===== config.mk =====
export PLATFORM = sky130hd
export DESIGN_NAME = fifo_stream_reader
export DESIGN_NICKNAME = d
export VERILOG_FILES = /design/src/rtl/fifo_stream_reader.sv
export SDC_FILE = /design/constraint.sdc
export NUM_CORES = 1
export LEC_CHECK = 0
export CORE_UTILIZATION = 55
export CTS_CLUSTER_DIAMETER = 80
export DETAILED_ROUTE_END_ITERATION = 8
export DONT_BUFFER_PORTS = 1
export PLACE_DENSITY = 0.7
export SLEW_MARGIN = 20
export SYNTH_ARGS = -nofsm -noshare
export SYNTH_HDL_FRONTEND = slang
export SYNTH_SLANG_ARGS = --single-unit

===== constraint.sdc =====
create_clock -name i_clk -period 8.2 [get_ports i_clk]
set_input_delay 1.64 -clock i_clk [delete_from_list [all_inputs] [get_ports i_clk]]
set_output_delay 1.64 -clock i_clk [all_outputs]
set_load 0.02 [all_outputs]

===== src/rtl/fifo_stream_reader.sv =====
// Read-side adapter: pulls pixels from the line FIFO, buffers them across the RAM
// read latency and presents a valid/ready stream tagged with end-of-line/frame flags.
module fifo_stream_reader #(
  parameter int COLOR_CHANNEL = 8,
  parameter int IMAGE_WIDTH   = 640,
  parameter int IMAGE_HEIGHT  = 480
) (
  input  logic                          i_clk,
  input  logic                          i_reset_n,
  output logic                          o_fifo_read,
  input  logic                          i_fifo_empty,
  input  logic [2:0][COLOR_CHANNEL-1:0] i_fifo_read_value,
  output logic                          o_valid,
  input  logic                          i_ready,
  output logic [2:0][COLOR_CHANNEL-1:0] o_pixel,
  output logic                          o_end_of_line,
  output logic                          o_end_of_frame
);

  localparam int COL_W = (IMAGE_WIDTH  > 1) ? $clog2(IMAGE_WIDTH)  : 1;
  localparam int ROW_W = (IMAGE_HEIGHT > 1) ? $clog2(IMAGE_HEIGHT) : 1;
  localparam logic [COL_W-1:0] COL_LAST = COL_W'(IMAGE_WIDTH - 1);
  localparam logic [ROW_W-1:0] ROW_LAST = ROW_W'(IMAGE_HEIGHT - 1);

  typedef logic [2:0][COLOR_CHANNEL-1:0] pixel_t;

  pixel_t           buf_mem [0:2];
  logic [1:0]       head_ptr;
  logic [1:0]       tail_ptr;
  logic [1:0]       occupancy;
  logic             rd_vld_p1;
  logic [COL_W-1:0] col;
  logic [ROW_W-1:0] row;
  logic [2:0]       committed;
  logic             push;
  logic             pop;

  function automatic logic [1:0] ptr_next(input logic [1:0] p);
    return (p == 2'd2) ? 2'd0 : p + 2'd1;
  endfunction

  // Stage p0: read issue. Credit counts buffered pixels plus the one in flight,
  // so the buffer can never overflow even if downstream stalls indefinitely.
  assign committed   = {1'b0, occupancy} + {2'b00, rd_vld_p1};
  assign o_fifo_read = i_reset_n && !i_fifo_empty && (committed < 3'd3);

  assign push = rd_vld_p1;
  assign pop  = o_valid && i_ready;

  always_ff @(posedge i_clk) begin
    if (!i_reset_n) begin
      rd_vld_p1 <= 1'b0;
      head_ptr  <= 2'd0;
      tail_ptr  <= 2'd0;
      occupancy <= 2'd0;
      col       <= '0;
      row       <= '0;
    end else begin
      rd_vld_p1 <= o_fifo_read;
      if (push) tail_ptr <= ptr_next(tail_ptr);
      if (pop)  head_ptr <= ptr_next(head_ptr);
      case ({push, pop})
        2'b10:   occupancy <= occupancy + 2'd1;
        2'b01:   occupancy <= occupancy - 2'd1;
        default: occupancy <= occupancy;
      endcase
      if (pop) begin
        if (col == COL_LAST) begin
          col <= '0;
          row <= (row == ROW_LAST) ? '0 : row + ROW_W'(1);
        end else begin
          col <= col + COL_W'(1);
        end
      end
    end
  end

  // Stage p1: capture the FIFO read data one cycle after the strobe.
  always_ff @(posedge i_clk) begin
    if (push) buf_mem[tail_ptr] <= i_fifo_read_value;
  end

  // Stage p2: buffer head drives the output stream.
  assign o_valid        = (occupancy != 2'd0);
  assign o_pixel        = buf_mem[head_ptr];
  assign o_end_of_line  = o_valid && (col == COL_LAST);
  assign o_end_of_frame = o_end_of_line && (row == ROW_LAST);

endmodule


# Yosys cells after proc, flatten, opt, wreduce, memory -nomap -nowiden
# Memory sizes are Yosys's and may differ from the RTL's. A register that Yosys moved wholly into a read port is not among the register bits.
# Index checks and enable logic that the tools add are counted.
# word_totals
register_bits	26
ramBits	72
inputBits	28
elab_cells	39
mem_count	1
# mem_list
memory	words	word_bits	rd	rd_clocked_by_memory_dff	write_ports	line_no	rtl
buf_mem	3	24	1	1	1	27	pixel_t buf_mem [0:2];
# op_classes
addsub	7
muxes	9
n_reduce_logical	9
order_cmp	1
n_eq_ne	6
# ops
cell	count
10-bit by 1-bit adder with 10-bit output, second input constant	1
10-bit equality test, second input constant	1
10-bit two-way mux	1
9-bit by 1-bit adder with 9-bit output, second input constant	1
9-bit equality test, second input constant	1
9-bit two-way mux	1
2-bit two-way mux	4
2-bit by 1-bit adder with 2-bit output, second input constant	3
2-bit equality test, second input constant	3
1-bit logical AND	5
2-bit case mux with 2 select lines	1
2-bit nonzero test	2
2-bit by 1-bit adder with 3-bit output	1
3-bit by 2-bit < comparator with 1-bit output, second input constant	1
2-bit by 1-bit equality test with 1-bit output, second input constant	1
1-bit two-way mux	2
2-bit AND reduction	1
2-bit by 1-bit subtractor with 2-bit output, second input constant	1
1-bit logical NOT	1

# Longest topological paths before layout
# depth
depth_word	4
ltp_mapped	7
mapped_depth_nobuf	6

# Worst setup path after synthesis
# No wires, ideal clock.
# synth_timing
path_kind	input -> output
start	input i_reset_n
end	output o_fifo_read
slack_ns	3.470
stages	3
t_required_ns	6.560
arrival_ns	3.090
cell_sequence	clkbuf_1 -> inv_1 -> a2111oi_0
# synth_between
elab_chain_cells	2
# synth_lines
element	line_no	rtl
start: declaration	9	input logic i_reset_n,
1-bit logical AND (2 in series)	45	assign o_fifo_read = i_reset_n && !i_fifo_empty && (committed < 3'd3);
end: declaration	10	output logic o_fifo_read,
# No other way between the ends.

# Worst setup path in the final report
# Same ends and word-level chain as after synthesis.

==> impl_metrics.py <==
metrics = {
    "run_status": {
        "status": "finished clean",
    },
    "critical_path": {
        "cp.required_ns": 6.56,
        "crit_type": "primary input to primary output",
        "cp_cell_sequence": "inv_1 > a2111oi_1 > buf_4",
        "cp.arrival_ns": 2.43,
        "max_stage_delay_ns": 0.39,
        "cp_top_family": "buffers and inverters",
        "critPathLaunchType": "primary input",
        "path_buf_inv": 2,
        "endpoint_kind": "primary output",
        "cp_max_fo": 16,
        "reg2reg_slack_ns": 6.30,
        "crit_slowest_cell": "a2111oi_1",
    },
    "grt": {
        "track_usage_pct": 18.0,
        "grt_pass1_wl_um": 9810,
        "grt_max_degree": 39,
        "grt_pass1_vias": 2054,
        "antenna_found_initial": 0,
        "overflow": 0,
    },
    "power": {
        "power.internal_uw": 766,
        "power.density_nw_per_um2": 253,
        "switching_share_pct": 29.0,
        "irDropWorstVdd_mv": 0.0948,
        "p_leak_uw": 0.00134,
        "pwr-share-clk_pct": 28.8,
        "power_frac_seq_pct": 55.1,
        "p_comb_share_pct": 16.1,
        "switchingPower_uw": 313,
    },
    "drt": {
        "drcViolationCount": 0,
        "wl_per_cell_um": 15.5,
        "viasPerCell": 5.56,
        "routed_wl_um": 6280,
        "antenna_left": 0,
        "dr.pass1.iters": 4,
        "num_vias": 2259,
        "drt_iter0_drc": 95,
    },
    "sta": {
        "tightestPinTransition_ns": 0.792,
        "hold_viol": 0,
        "period_needed_ns": 4.07,
        "slew_headroom_pct": 46.6,
        "finalCritPeriodShare_pct": 49.6,
        "finalSetupViolations": 0,
        "holdWs_ns": 0.490,
        "fin_worst_skew_ns": 0.0115,
        "grt_setup_unrepaired": "no",
        "slew_viol_final": 0,
        "clock.fmax_ghz": 0.246,
        "fin_tns_setup_ns": 0,
    },
    "cells_and_area": {
        "nets": 338,
        "syn2layout_area_growth_pct": 8.14,
        "drive_above_1_share_pct": 9.03,
        "final_cell_mix": "edfxtp_1 (72), nand2_1 (36), dfxtp_1 (28)",
        "utilization_pct": 62.2,
        "antenna_cells": 0,
        "final_common_cell": "edfxtp_1",
        "final_cells": 406,
    },
    "cts": {
        "cts_tree": "yes",
        "cts_hold_buf": 0,
        "cts_inserted_buffers": 9,
        "clk_pin_slew_ns": 0.10,
        "cts_setup_buffers": 0,
        "clock_path_buffers": 2,
        "cts-root-buf": "clkbuf_8",
        "cts-resized-gates": 0,
        "clkSinkCount": 100,
        "cts.htree.levels": 3,
        "clk_latency_ns": 0.36,
    },
    "placed_design": {
        "place_hpwl_um": 3990,
        "placed_cells": 390,
        "portBuffers": 0,
        "gp_congestion": 0.813,
    },
    "synth": {
        "synthesis.nets": 333,
        "ys_seq_area_share_pct": 68.9,
        "syn-cell-area_um2": 3950,
        "ys_warn_count": 0,
        "synth_cells": 300,
        "synth_cell_types": 36,
        "async_flop_share_pct": 0,
        "synth_ff_type": "edfxtp_1",
        "ys_ff_latch": 100,
        "synth_area_per_cell_um2": 13.2,
        "synth_edf_count": 72,
    },
    "floorplan": {
        "die_w_um": 86.7,
        "core_um2": 6870,
        "die_y_um": 86.7,
        "die_area_um2": 7520,
        "start_util_pct": 57.5,
        "io_pins": 56,
        "rows": 30,
    },
    "run": {
        "max_cap_viol_count": 0,
    },
    "hold_path": {
        "hp-class": "flip-flop to flip-flop",
    },
}
-- stage by stage --
step,power [uW],area [um^2],worst slack [ns]
after CTS,1090,4270,4.11
after floorplan,750,3950,3.47
after global routing,1120,4270,4.04
final,1080,4270,4.13
after detailed placement,782,4070,4.12
after global placement,776,4070,4.12
-- final timing paths --
kind         cells past startpoint                         to                      start
max                              3                o_fifo_read                  i_reset_n
min reg2reg                      2        col[1]$_SDFFE_PN0P_        col[1]$_SDFFE_PN0P_
min                              2        col[1]$_SDFFE_PN0P_        col[1]$_SDFFE_PN0P_
max reg2reg                      5  occupancy[1]$_SDFFE_PN0P_  occupancy[0]$_SDFFE_PN0P_
-- worst register-to-register path, cell delays in order, from the launching register on --
cell and delay (ns):
dfxtp_1 0.42, o21ai_1 0.43, inv_1 0.15, ha_1 0.34, or3_1 0.36, a21oi_1 0.14
-- synthesized netlist by cell type, types with 2 or more instances --
cell / instances / area (um^2)
o41ai_1: 2 / 17.5
nand2_1: 36 / 135
o31ai_1: 2 / 15.0
a2111oi_0: 2 / 17.5
dfxtp_1: 28 / 561
buf_2: 3 / 15.0
edfxtp_1: 72 / 2160
and4_1: 2 / 17.5
or3_1: 3 / 18.8
o21ai_0: 27 / 135
xor2_1: 8 / 70.1
nor2_1: 21 / 78.8
or4b_1: 2 / 20.0
nor3_1: 4 / 20.0
clkbuf_1: 8 / 30.0
nand3_1: 7 / 35.0
a21oi_1: 11 / 55.1
mux2i_1: 25 / 250
xnor2_1: 4 / 35.0
nand4_1: 8 / 50.1
o211ai_1: 2 / 15.0
inv_1: 5 / 18.8
ha_1: 5 / 62.6
-- power by group through the flow --
stage / clock [uW] / combinational [uW] / sequential, uW
2_1_floorplan: 0 / 158 / 592
5_1_grt: 332 / 190 / 599
4_1_cts: 316 / 176 / 595
6_report: 311 / 173 / 594
3_3_place_gp: 0 / 171 / 606
3_5_place_dp: 0 / 175 / 606
-- layer usage --
layer | vias to the layer above | track usage (%) | share of wire, %
met5 | - | 0 | 0
met4 | 0 | 10.6 | 2.1
met3 | 12 | 6.38 | 7.1
met2 | 51 | 31.0 | 51
met1 | 1077 | 19.0 | 40
li1 | 1119 | - | -
-- registers in the layout (all words and copies together), names as in the netlist, named ones only --
signal	cells
buf_mem	72
col	10
head_ptr	2
occupancy	2
push	1
row	9
tail_ptr	2
-- kinds of logic (layout without fill, tap and decap cells) --
family / count (synthesis) / in the layout / share of synthesized area (%)
buf+inv: 17 / 27 / 1.81
flops: 100 / 100 / 68.9
xor+xnor: 12 / 12 / 2.66
fa+ha+maj: 5 / 5 / 1.58
simple gates: 90 / 90 / 11.1
mux: 25 / 25 / 6.34
compound gates: 51 / 51 / 7.57
-- final cells by class --
class / instances / area [um^2]
tap: 96 / 120
clock buffer: 9 / 124
inverter: 5 / 18.8
timing repair buffer: 6 / 45.0
clock inverter: 7 / 73.8
sequential: 100 / 2720
multi-input combinational: 183 / 1170
fill: 526 / 2600
(Power assumes the default switching activity.)
